## src/rtl/stopwatch_ctrl.sv

```systemverilog
// Run/pause controller for a 4-digit BCD stopwatch: prescaled count tick,
// single-cycle carry chain, lap freeze for the display path and sticky overflow.
module stopwatch_ctrl #(
  parameter int TICK_DIV = 1000000,
  parameter bit ROLLOVER = 1'b1
) (
  input  logic        i_clk,
  input  logic        i_rst,
  input  logic        i_start_stop,
  input  logic        i_lap,
  input  logic        i_clear,
  output logic [15:0] o_digits,
  output logic [15:0] o_count,
  output logic        o_tick,
  output logic        o_running,
  output logic        o_lap_active,
  output logic        o_overflow
);

  localparam int PW = (TICK_DIV > 2) ? $clog2(TICK_DIV) : 1;
  localparam logic [PW-1:0] P_LAST = PW'(TICK_DIV - 1);

  typedef enum logic [1:0] {S_IDLE, S_RUN, S_PAUSE, S_SAT} state_t;

  state_t        r_state, w_state_next;
  logic [PW-1:0] r_presc, w_presc_next;
  logic [15:0]   r_count, w_count_next, w_count_inc;
  logic [15:0]   r_lap, w_lap_next;
  logic          r_running, r_lap_active, r_overflow;
  logic          w_lap_active_next, w_overflow_next;
  logic          w_tick, w_terminal, w_clear_ok, w_lap_ok;

  assign w_tick     = (r_state == S_RUN) && (r_presc == P_LAST);
  assign w_terminal = w_tick && (r_count == 16'h9999);
  assign w_clear_ok = i_clear && (r_state != S_RUN);
  assign w_lap_ok   = i_lap && !w_clear_ok && ((r_state == S_RUN) || (r_state == S_PAUSE));

  // All four digit carries resolve in the same cycle; 9999 rolls to 0000.
  always_comb begin
    logic w_carry;
    w_count_inc = r_count;
    w_carry     = 1'b1;
    for (int k = 0; k < 4; k++) begin
      if (w_carry)
        w_count_inc[4*k +: 4] = (r_count[4*k +: 4] == 4'd9) ? 4'd0 : r_count[4*k +: 4] + 4'd1;
      w_carry = w_carry && (r_count[4*k +: 4] == 4'd9);
    end
  end

  always_comb begin
    w_state_next = r_state;
    case (r_state)
      S_IDLE:  if (i_start_stop) w_state_next = S_RUN;
      S_RUN: begin
        if (w_terminal && !ROLLOVER) w_state_next = S_SAT;
        else if (i_start_stop)       w_state_next = S_PAUSE;
      end
      S_PAUSE: if (i_start_stop) w_state_next = S_RUN;
      default: w_state_next = r_state;
    endcase
    if (w_clear_ok) w_state_next = S_IDLE;
  end

  always_comb begin
    w_presc_next      = r_presc;
    w_count_next      = r_count;
    w_lap_next        = r_lap;
    w_lap_active_next = r_lap_active;
    w_overflow_next   = r_overflow || (w_terminal && ROLLOVER);
    // The pausing cycle does not advance the prescaler, so resume picks up
    // exactly where the pause press found it.
    if (w_clear_ok || (r_state == S_IDLE)) begin
      w_presc_next = '0;
    end else if (r_state == S_RUN) begin
      if (w_tick)             w_presc_next = '0;
      else if (!i_start_stop) w_presc_next = r_presc + 1'b1;
    end
    if (w_clear_ok) begin
      w_count_next      = '0;
      w_lap_next        = '0;
      w_lap_active_next = 1'b0;
      w_overflow_next   = 1'b0;
    end else begin
      if (w_tick && !(w_terminal && !ROLLOVER)) w_count_next = w_count_inc;
      if (w_lap_ok) begin
        w_lap_active_next = !r_lap_active;
        if (!r_lap_active) w_lap_next = r_count;
      end
    end
  end

  always_ff @(posedge i_clk) begin
    if (i_rst) begin
      r_state      <= S_IDLE;
      r_presc      <= '0;
      r_count      <= '0;
      r_lap        <= '0;
      r_running    <= 1'b0;
      r_lap_active <= 1'b0;
      r_overflow   <= 1'b0;
    end else begin
      r_state      <= w_state_next;
      r_presc      <= w_presc_next;
      r_count      <= w_count_next;
      r_lap        <= w_lap_next;
      r_running    <= (w_state_next == S_RUN);
      r_lap_active <= w_lap_active_next;
      r_overflow   <= w_overflow_next;
    end
  end

  assign o_count      = r_count;
  assign o_digits     = r_lap_active ? r_lap : r_count;
  assign o_tick       = w_tick;
  assign o_running    = r_running;
  assign o_lap_active = r_lap_active;
  assign o_overflow   = r_overflow;

endmodule

```

## config.mk

```make
export PLATFORM = sky130hd
export DESIGN_NAME = stopwatch_ctrl
export DESIGN_NICKNAME = d
export VERILOG_FILES = /design/src/rtl/stopwatch_ctrl.sv
export SDC_FILE = /design/constraint.sdc
export NUM_CORES = 1
export LEC_CHECK = 0
export ABC_CLOCK_PERIOD_IN_PS = 2600
export BUFFER_PORTS_ARGS = -buffer_cell sky130_fd_sc_hd__clkbuf_2
export CAP_MARGIN = 0
export CORE_UTILIZATION = 45
export CTS_CLUSTER_DIAMETER = 80
export DETAILED_ROUTE_END_ITERATION = 10
export PLACE_DENSITY = 0.68
export REMOVE_ABC_BUFFERS = 1
export SETUP_SLACK_MARGIN = 0.1
export SLEW_MARGIN = 20
export SYNTH_ARGS = -nofsm -noshare
export SYNTH_HDL_FRONTEND = slang
export SYNTH_SLANG_ARGS = --single-unit
```

## constraint.sdc

```tcl
create_clock -name i_clk -period 2.6 [get_ports i_clk]
set_clock_uncertainty 0.15 [all_clocks]
set_input_delay 0.26 -clock i_clk [delete_from_list [all_inputs] [get_ports i_clk]]
set_output_delay 0.26 -clock i_clk [all_outputs]
set_load 0.02 [all_outputs]
```

-- Yosys cells after proc, flatten, opt, wreduce, memory -nomap -nowiden
Index checks and enable logic that the tools add are counted.
- bits in registers: 57
- logic and storage cells: 57
- add/subtract/negate cells: 5
- equality and inequality tests: 11
- mux-type cells: 11
- reductions and logical operators: 20
- operators with widths (cell ; count):
    two-way mux 20 bit ; 2
    adder 20 x 1 -> 20 bit, second input constant ; 1
    == test 20 bit, second input constant ; 1
    adder 4 x 1 -> 4 bit, second input constant ; 4
    == test 16 bit, second input constant ; 1
    == test 4 bit, second input constant ; 4
    two-way mux 16 bit ; 1
    two-way mux 4 bit ; 4
    AND reduction 2 bit ; 4
    logical AND 1 bit ; 7
    two-way mux 2 bit ; 3
    OR reduction 2 bit ; 3
    == test 2 x 1 -> 1 bit, second input constant ; 2
    != test 2 x 1 -> 1 bit, second input constant ; 2
    one-hot mux 2 bit (2 select lines) ; 1
    logical OR 1 bit ; 3
    == test 2 bit, second input constant ; 1
    zero test 1 bit ; 2
    zero test 2 bit ; 1

-- Depth between registers and ports, before layout
Gate-level depths: netlist of the first run.
- depth after elaboration: 5
- gate-level depth with buffers: 9
- gate-level depth less buffers: 7

-- Worst setup path after synthesis of the first run
Ideal clock, no wire load.
- path kind: flip-flop to flip-flop
- start point: reg r_presc[8]
- end point: reg r_count[5] (netlist: o_count[5])
- library setup time: 67 ps
- data arrival time: 2278 ps
- data required time: 2383 ps
- slack: 104 ps
- cell stages (with the launch flop): 6
- buffers on the path: 0
- period minus slack after synthesis: 2496 ps
- cells stage by stage: dfxtp_1 > or4b_4 > or4_4 > or4_4 > or3_1 > a21oi_2
- longest elaborated chain between the ends: 3
- RTL lines (item ; line ; RTL):
    start, declared ; 26 ; logic [PW-1:0] r_presc, w_presc_next;
    start signal, assigned ; 103 ; r_presc <= w_presc_next;
    == test 20 bit ; 33 ; assign w_tick = (r_state == S_RUN) && (r_presc == P_LAST);
    logical AND 1 bit ; 33 ;
    AND reduction 2 bit (no line) ; - ;
    end signal, assigned ; 104 ; r_count <= w_count_next;
    end, declared ; 27 ; logic [15:0] r_count, w_count_next, w_count_inc;
Every way passes these cells.
A chain may end at the register's enable or synchronous reset.

-- Worst setup path in the final report of the first run
- start point: reg r_presc[11]
- end point: reg r_count[5] (netlist: o_count[5])
Same word-level chain as after synthesis.

==> results of run 1 <==
-- per-stage QoR --
step                area, µm²  instances  hold slack, ns  util (%)
global route             3478        482         0.05677     57.72
finish                   3478        482         0.07081     57.72
global placement         3247        463          0.2996     53.88
floorplan                2810        329          0.2794         -
CTS                      3440        479         0.05476     57.08
detailed placement       3247        463          0.3082     53.88
-- worst reg2reg max path, cell delays in order (launching register included) --
cell and delay, ns:
dfxtp_2 0.32, or4b_4 0.54, or4_4 0.50, or4_4 0.43, or3_4 0.34, a21oi_2 0.12
-- where the power goes --
group	internal [mW]	total, mW	switching [mW]
Combinational	0.0297	0.0894	0.0597
Sequential	0.881	0.886	0.00462
Clock	0.466	0.799	0.333
Total	1.38	1.77	0.397
-- how the worst max path moves through the flow --
stage | from | to | slack [ns]
detailed placement | r_state[0]$_SDFF_PP0_ | r_presc[15]$_SDFFE_PP0P_ | 0.07
floorplan | r_state[1]$_SDFF_PP0_ | r_presc[0]$_SDFFE_PP0P_ | -0.09
finish | r_presc[11]$_SDFFE_PP0P_ | o_count[5]$_SDFFE_PP0P_ | 0.13
global route | r_presc[0]$_SDFFE_PP0P_ | o_count[7]$_SDFFE_PP0P_ | 0.07
global placement | r_presc[10]$_SDFFE_PP0P_ | o_count[5]$_SDFFE_PP0P_ | 0.13
CTS | r_presc[8]$_SDFFE_PP0P_ | o_count[5]$_SDFFE_PP0P_ | 0.11
-- registers in the layout, summed over array words and instances (netlist names) --
signal,count
o_overflow,1
o_running,1
o_count,16
r_lap,16
r_presc,20
o_lap_active,1
r_state,2
-- cells in the final DEF, fill, tap and decap left out, types with 4 or more instances in the layout --
cell type	synthesis	layout
dfxtp_1	57	54
nor4_1	6	6
nand3b_1	6	6
a21oi_1	16	15
clkbuf_2	0	40
nor3_1	35	35
inv_1	7	7
nand3_1	8	7
nor2b_1	9	9
nand2_1	26	26
clkbuf_8	0	10
ha_1	5	5
o21ai_0	11	11
or3_1	7	6
mux2_2	13	13
nor2_1	48	47
or4_1	4	4
nand4_1	10	10
xor2_1	10	10
buf_4	0	22
xnor2_1	10	10
or2_2	4	4
-- routing by layer --
| layer | up-vias | GRT usage [%] | wire, µm |
|---|---|---|---|
| li1 | 1332 | - | - |
| met1 | 1236 | 28.57 | 3300 |
| met2 | 59 | 34.30 | 3214 |
| met3 | 13 | 7.778 | 283 |
| met4 | 0 | 7.895 | 114 |
| met5 | - | 0 | 0 |
-- what timing repair did --
item                       CTS  global route
setup buffers                0             3
setup endpoints to repair    2             9
resized for setup            1             5
cloned                       0             0
pin swaps                    1             3
-- cell type report --
class                   instances  area, µm²
clock buffers                  13      148.9
clock inverters                 3      40.04
multi-input cells             265       1659
fillers                       577       2547
well taps                      75      93.84
inverters                       7      26.28
repair buffers                 62      365.4
flip-flops and latches         57       1145
-- kinds of logic after synthesis --
logic type	Yosys count	synth area share (%)
simple gates	185	35.01
flops	57	39.86
compound gates	39	7.911
buf+inv	21	2.754
xor+xnor	20	6.119
mux	16	6.163
fa+ha+maj	5	2.185
-- synth_stat cells (8+ instances only) --
cell      number  area, µm²
nand3_1        8      40.04
o21ai_0       11      55.05
clkbuf_1      12      45.04
nor3_1        35      175.2
dfxtp_1       57       1141
a21oi_1       16      80.08
xnor2_1       10      87.58
nand2_1       26      97.59
nor2_1        48      180.2
xor2_1        10      87.58
nand4_1       10      62.56
nor2b_1        9      56.30
mux2_2        13      146.4
==> run summary, run 1 <==
post-synth cell types: 45
routed wire length: 6.914 mm
Max transition margin: 51.88%
Worst Path Required: 2.72 ns
Die Span Y: 81.76 µm
1st-iter DRT viols: 146
RSZ-0062 raised after global routing: yes
vias per inst: 5.477
Fin Setup TNS: 0 ns
WP buf/inv: 0
Arr. time, crit path: 2.59 ns
area of the mapped netlist: 0.002863 mm²
WHS Endpoint: o_overflow$_SDFF_PP0_
final setup margin: 0.1334 ns
type of element launching the critical path: flop
CTS Buf Count: 9
pins over their slew limit: 0
CTS Sinks: 57
reg2reg end: o_count[5]$_SDFFE_PP0P_
Max rail drop VDD: 302.8 µV
initial core utilization: 47.51%
Primary FF master, synth: dfxtp_1
leakage: 1.266 nW
WP depth: 5
Hold Crit Class: in2reg
Mean Syn Cell Area: 8.346 µm²
endpoints failing hold: 0
hold path cells: 3
CTS tree: built
fraction of registers with async set/reset: 0%
first-pass GRT wire length: 11.02 mm
CORE AREA: 0.006026 mm²
worst-skew pair later-pin latency: 0.34 ns
Total GRT Usage: 22.24%
CP Max Fanout: 3
CP dominant cell by count: or4_4
Post-synth EDFFs: 0
HP Start: i_rst
number of max-cap violations: 0
worst r2r src: r_presc[11]$_SDFFE_PP0P_
post-DP HPWL: 4.856 mm
IO Count: 41
pin count of the biggest net entering global routing: 27
total number of vias: 2,640
Worst path max stage delay: 0.54 ns
crit share post-route: 94.87%
DP Worst Slack: 0.07396 ns
Tmin final: 2.467 ns
vias in the first global route: 2,325
flops & latches, synth: 57
port bufs: 40
Setup crit end kind: flop
GRT Residual Overflow: 0
crit path cell chain: or4b_4, or4_4, or4_4, or3_4, a21oi_2
Post-Syn Instances: 343
Clock Path Buffers: 2
Wirelength per Cell: 14.34 µm
NumNets Final: 412
GPL Wtd Cong: 0.9300
worst-margin pin slew: 0.7210 ns
ant diodes: 0
area overhead of the layout relative to synthesis: 21.50%
Total Power: 1.774 mW
residual DRC count: 0
TritonRoute pass-1 iters: 4
DIE AREA: 0.006685 mm²
kind of critical path: reg2reg
Seq/Total Area, Yosys: 39.86%
r2r setup slk: 0.13 ns
worst reg2reg path depth: 5
layout cells sized above 1: 26.04%
Root Buffer Master: clkbuf_8
clock-pin slew on the worst setup and hold paths: 0.06 ns
synth warn: 0
slowest CP cell: or4b_4
highest clock rate: 405.4 MHz
Final setup viols: 0
PwrDens: 510.1 mW/mm²
hold_buf cts: 0
status: finished clean
CP top delay family: simple AND/OR/NAND/NOR gates
die extent in x: 81.76 µm
antenna violations before repair: 0
H-tree depth: 3
row cnt: 28
ANT nets after route: 0
No activity file was read; power rests on OpenSTA's default activity.
==> inputs of run 2 (changes only) <==
- GPL_TIMING_DRIVEN: unset -> 0
==> run summary, run 2 (synthesized netlist as in run 1, its figures left out) <==
Clock Path Buffers: 2 (unchanged)
WP buf/inv: 0 (unchanged)
row cnt: 28 (unchanged)
status: finished clean (unchanged)
first-pass GRT wire length: 10.81 mm (was 11.02 mm)
vias per inst: 5.526 (was 5.477)
pins over their slew limit: 0 (unchanged)
Net Switching: 0.4005 mW (was 0.3970 mW)
IO Count: 41 (unchanged)
layout cells sized above 1: 25.95% (was 26.04%)
post-DP HPWL: 4.338 mm (was 4.856 mm)
highest clock rate: 398.5 MHz (was 405.4 MHz)
initial core utilization: 47.51% (unchanged)
switching share of power: 24.01% (was 22.37%)
Largest register FFs: 20 (unchanged)
CP dominant cell by count: or4_4 (unchanged)
crit path cell chain: or4b_4, or4_4, or4_4, or3_4, a21oi_2 (unchanged)
Root Buffer Master: clkbuf_8 (unchanged)
ant diodes: 0 (unchanged)
number of max-cap violations: 0 (unchanged)
Die Span Y: 81.76 µm (unchanged)
Worst Path Required: 2.71 ns (was 2.72 ns)
Fin Setup TNS: 0 ns (unchanged)
Max transition margin: 38.87% (was 51.88%)
worst-margin pin slew: 0.9157 ns (was 0.7210 ns)
NumNets Final: 399 (was 412)
Reg power frac: 53.3% (was 49.9%)
1st-iter DRT viols: 133 (was 146)
antenna violations before repair: 0 (unchanged)
CTS Buf Count: 9 (unchanged)
GRT Residual Overflow: 0 (unchanged)
type of element launching the critical path: flop (unchanged)
endpoints failing hold: 0 (unchanged)
crit share post-route: 96.52% (was 94.87%)
total number of vias: 2,586 (was 2,640)
H-tree depth: 3 (unchanged)
area overhead of the layout relative to synthesis: 19.19% (was 21.50%)
most common cell after layout, fill and taps aside: dfxtp_1 (unchanged)
residual DRC count: 0 (unchanged)
vias in the first global route: 2,314 (was 2,325)
PwrDens: 488.9 mW/mm² (was 510.1 mW/mm²)
routed wire length: 6.652 mm (was 6.914 mm)
combinational power share: 5.1% (was 5.0%)
TritonRoute pass-1 iters: 4 (unchanged)
Total GRT Usage: 21.32% (was 22.24%)
clock-pin slew on the worst setup and hold paths: 0.06 ns (about the same)
Clk pwr share: 41.6% (was 45.0%)
CORE AREA: 0.006026 mm² (unchanged)
placed cell count: 444 (was 463)
worst-skew pair later-pin latency: 0.33 ns (was 0.34 ns)
pin count of the biggest net entering global routing: 38 (was 27)
dpl cell area: 0.003107 mm² (was 0.003247 mm²)
CTS tree: built (unchanged)
CP Max Fanout: 6 (was 3)
design area: 0.003412 mm² (was 0.003478 mm²)
most frequent cells in the layout: 52 x dfxtp_1, 46 x nor2_1, 40 x clkbuf_2, 35 x nor3_1, 25 x nand2_1 (was 54 x dfxtp_1, 47 x nor2_1, 40 x clkbuf_2, 35 x nor3_1, 26 x nand2_1)
leakage: 1.203 nW (was 1.266 nW)
Non-Filler Instances: 468 (was 482)
ANT nets after route: 0 (unchanged)
GPL Wtd Cong: 0.7981 (was 0.9300)
Hold Crit Class: in2reg (unchanged)
RSZ-0062 raised after global routing: yes (unchanged)
internal power: 1.268 mW (was 1.377 mW)
Arr. time, crit path: 2.62 ns (was 2.59 ns)
filler instances: 565 (was 577)
port bufs: 40 (unchanged)
Setup crit end kind: flop (unchanged)
kind of critical path: reg2reg (unchanged)
Tmin final: 2.509 ns (was 2.467 ns)
DIE AREA: 0.006685 mm² (unchanged)
CTS Sinks: 57 (unchanged)
CP top delay family: simple AND/OR/NAND/NOR gates (unchanged)
Max rail drop VDD: 305.9 µV (was 302.8 µV)
Final setup viols: 0 (unchanged)
hold_buf cts: 0 (unchanged)
die extent in x: 81.76 µm (unchanged)
slowest CP cell: or4_4 (was or4b_4)
Worst path max stage delay: 0.53 ns (was 0.54 ns)
worst hold slack: 0.08152 ns (was 0.07081 ns)
Total Power: 1.668 mW (was 1.774 mW)
Wirelength per Cell: 14.21 µm (was 14.34 µm)
Reg with most FFs: r_presc (unchanged)
run 2: changes by cell type in the layout (fill, tap and decap cells not counted), sizes merged:
cell / delta
buf: -14
or2: +1
clkbuf: -2
clkinv: +2
bufinv: -1
run 2: area by class of cell:
cell class | count | area (µm²) | share of cell area, %
Timing Repair Buffer | 48 | 272.8 | 7.994
Clock buffer | 11 | 141.4 | 4.144
Clock inverter | 4 | 20.02 | 0.5867
Sequential cell | 57 | 1150 | 33.70
Tap cell | 75 | 93.84 | 2.750
Multi-Input combinational cell | 266 | 1708 | 50.06
Inverter | 7 | 26.28 | 0.7701
run 2: worst paths after layout:
check,start,to,slack [ns],cells after the start
worst min register to register,o_overflow$_SDFF_PP0_,o_overflow$_SDFF_PP0_,0.32,1
worst max register to register,r_presc[9]$_SDFFE_PP0P_,o_count[5]$_SDFFE_PP0P_,0.09,5
worst max-delay path,r_presc[9]$_SDFFE_PP0P_,o_count[5]$_SDFFE_PP0P_,0.09,5
worst min-delay path,i_rst,o_overflow$_SDFF_PP0_,0.08,3
run 2: worst min-delay path: stages:
cell and delay [ns]:
clkbuf_2 0.11, nor2_1 0.06, o21a_1 0.09
run 2: power by group through the flow:
stage / Combinational (mW) / Clock, mW / Sequential (mW)
finish: 0.0852 / 0.694 / 0.889
global route: 0.0953 / 0.758 / 0.889
CTS: 0.0791 / 0.715 / 0.888
detailed placement: 0.0747 / 0 / 0.908
global placement: 0.0731 / 0 / 0.908
floorplan: 0.0496 / 0 / 0.908
run 2: timing repair:
item,4_1_cts,5_1_grt
setup endpoints to repair,57,39
endpoints found under the hold margin,0,0
buffers inserted,5,3
gates cloned,0,1
pin swaps,3,4
resized for setup,12,7
run 2: stage by stage:
step	utilization (%)	worst slack, ns
after detailed placement	51.56	-0.6263
after global routing	56.62	0.02104
after floorplan	-	-0.09169
final	56.62	0.09054
after CTS	55.48	0.06581
after global placement	51.52	-1.045
run 2: layer usage:
layer / track usage (%) / part of all wire (%) / up-vias
met4: 5.789 / 0.90 / 0
met3: 6.889 / 4.2 / 6
met2: 33.31 / 47 / 59
met1: 28.05 / 48 / 1208
met5: 0 / 0 / -
li1: - / - / 1313
==> inputs of run 3 (changes only) <==
- CORE_MARGIN: unset -> 2
- GPL_TIMING_DRIVEN: 0 -> unset
==> run summary, run 3 (synthesized netlist as in run 1, its figures left out) <==
status: finished clean (unchanged)
antenna violations before repair: 0 (unchanged)
hold_buf cts: 0 (unchanged)
r2r setup slk: 0.12 ns (was 0.09 ns)
Root Buffer Master: clkbuf_8 (unchanged)
Max transition margin: 49.21% (was 38.87%)
Register Area: 0.001144 mm² (was 0.001150 mm²)
port bufs: 40 (unchanged)
H-tree depth: 3 (unchanged)
worst-margin pin slew: 0.7610 ns (was 0.9157 ns)
GRT Residual Overflow: 0 (unchanged)
worst r2r src: r_presc[8]$_SDFFE_PP0P_ (was r_presc[9]$_SDFFE_PP0P_)
Wirelength per Cell: 14.09 µm (was 14.21 µm)
multi-input logic area: 0.001665 mm² (was 0.001708 mm²)
Tmin final: 2.479 ns (was 2.509 ns)
row cnt: 29 (was 28)
worst hold slack: 0.1139 ns (was 0.08152 ns)
ANT nets after route: 0 (unchanged)
highest clock rate: 403.3 MHz (was 398.5 MHz)
PwrDens: 543.3 mW/mm² (was 488.9 mW/mm²)
post-DP HPWL: 4.862 mm (was 4.338 mm)
crit share post-route: 95.36% (was 96.52%)
Largest register FFs: 20 (unchanged)
worst reg2reg path depth: 5 (unchanged)
number of max-cap violations: 0 (unchanged)
most frequent cells in the layout: 55 x dfxtp_1, 47 x nor2_1, 39 x clkbuf_2, 35 x nor3_1, 26 x nand2_1 (was 52 x dfxtp_1, 46 x nor2_1, 40 x clkbuf_2, 35 x nor3_1, 25 x nand2_1)
TritonRoute pass-1 iters: 4 (unchanged)
Hold Crit Class: in2reg (unchanged)
RSZ-0062 raised after global routing: no (was yes)
Worst Path Required: 2.72 ns (was 2.71 ns)
endpoints failing hold: 0 (unchanged)
area overhead of the layout relative to synthesis: 23.34% (was 19.19%)
CP Max Fanout: 3 (was 6)
routed wire length: 6.805 mm (was 6.652 mm)
Fin Setup TNS: 0 ns (unchanged)
Util after Layout: 56.58% (was 56.62%)
GPL Wtd Cong: 0.8333 (was 0.7981)
Reg with most FFs: r_presc (unchanged)
leakage: 1.286 nW (was 1.203 nW)
HP Start: i_rst (unchanged)
ant diodes: 0 (unchanged)
hold path cells: 3 (unchanged)
CTS tree: built (unchanged)
worst-skew pair later-pin latency: 0.33 ns (about the same)
die extent in x: 83.76 µm (was 81.76 µm)
Max rail drop VDD: 312.1 µV (was 305.9 µV)
CTS Sinks: 57 (unchanged)
residual DRC count: 0 (unchanged)
Setup crit end kind: flop (unchanged)
total number of vias: 2,652 (was 2,586)
Clock Path Buffers: 2 (unchanged)
IO Count: 41 (unchanged)
dpl cell area: 0.003262 mm² (was 0.003107 mm²)
WHS Endpoint: o_overflow$_SDFF_PP0_ (unchanged)
Arr. time, crit path: 2.60 ns (was 2.62 ns)
initial core utilization: 45.87% (was 47.51%)
1st-iter DRT viols: 84 (was 133)
first-pass GRT wire length: 11.70 mm (was 10.81 mm)
CTS Buf Count: 9 (unchanged)
vias in the first global route: 2,485 (was 2,314)
pins over their slew limit: 0 (unchanged)
Die Span Y: 83.76 µm (was 81.76 µm)
Total GRT Usage: 20.59% (was 21.32%)
filler instances: 570 (was 565)
design area: 0.003531 mm² (was 0.003412 mm²)
reg2reg end: o_count[5]$_SDFFE_PP0P_ (unchanged)
DIE AREA: 0.007016 mm² (was 0.006685 mm²)
CORE AREA: 0.006241 mm² (was 0.006026 mm²)
type of element launching the critical path: flop (unchanged)
Total Power: 1.918 mW (was 1.668 mW)
vias per inst: 5.491 (was 5.526)
clock-pin slew on the worst setup and hold paths: 0.07 ns (was 0.06 ns)
NumNets Final: 411 (was 399)
pin count of the biggest net entering global routing: 25 (was 38)
most common cell after layout, fill and taps aside: dfxtp_1 (unchanged)
layout cells sized above 1: 26.60% (was 25.95%)
Final setup viols: 0 (unchanged)
kind of critical path: reg2reg (unchanged)
==> run 3: what timing repair did <==
item	4_1_cts	5_1_grt
resized for setup	1	6
pin swaps	2	1
gates cloned	0	0
buffers inserted	2	0
hold endpoints to repair	0	0
endpoints found under the setup margin	1	5
==> run 3: layer usage <==
metal	vias up	global-route usage, %	share of wire (%)
met1	1270	26.46	47
met2	50	34.04	48
met4	0	5.718	0.46
li1	1330	-	-
met5	-	0	0
met3	2	5.638	4.0
==> run 3: worst max-delay path by stage <==
stage	from	cells after the start	endpoint
floorplan	r_state[1]$_SDFF_PP0_	7	r_presc[0]$_SDFFE_PP0P_
global placement	r_presc[10]$_SDFFE_PP0P_	5	o_count[5]$_SDFFE_PP0P_
detailed placement	r_presc[10]$_SDFFE_PP0P_	5	o_count[5]$_SDFFE_PP0P_
CTS	r_presc[8]$_SDFFE_PP0P_	5	o_count[5]$_SDFFE_PP0P_
global route	r_presc[8]$_SDFFE_PP0P_	5	o_count[5]$_SDFFE_PP0P_
finish	r_presc[8]$_SDFFE_PP0P_	5	o_count[5]$_SDFFE_PP0P_
==> run 3: area by class of cell <==
cell class | instances | area share (%)
sequential | 57 | 32.39
timing repair buffer | 61 | 10.49
multi-input combinational | 265 | 47.17
clock inverter | 5 | 2.197
inverter | 7 | 0.7442
tap | 77 | 2.729
clock buffer | 11 | 4.288
==> run 3: critical path, cell delays in order, from the launching register on <==
cell	delay (ns)
dfxtp_1	0.31
or4b_4	0.54
or4_4	0.50
or4_4	0.44
or3_4	0.35
a21oi_2	0.14
==> run 3: power by group <==
part | internal, mW | switching (mW)
Combinational | 0.0324 | 0.0594
Clock | 0.588 | 0.352
Sequential | 0.881 | 0.00537
==> run 3: through the flow <==
step | setup slack [ns] | instances
floorplan | -0.09169 | 329
global placement | 0.09941 | 465
detailed placement | 0.07083 | 465
CTS | 0.1210 | 483
global route | 0.08281 | 483
finish | 0.1207 | 483
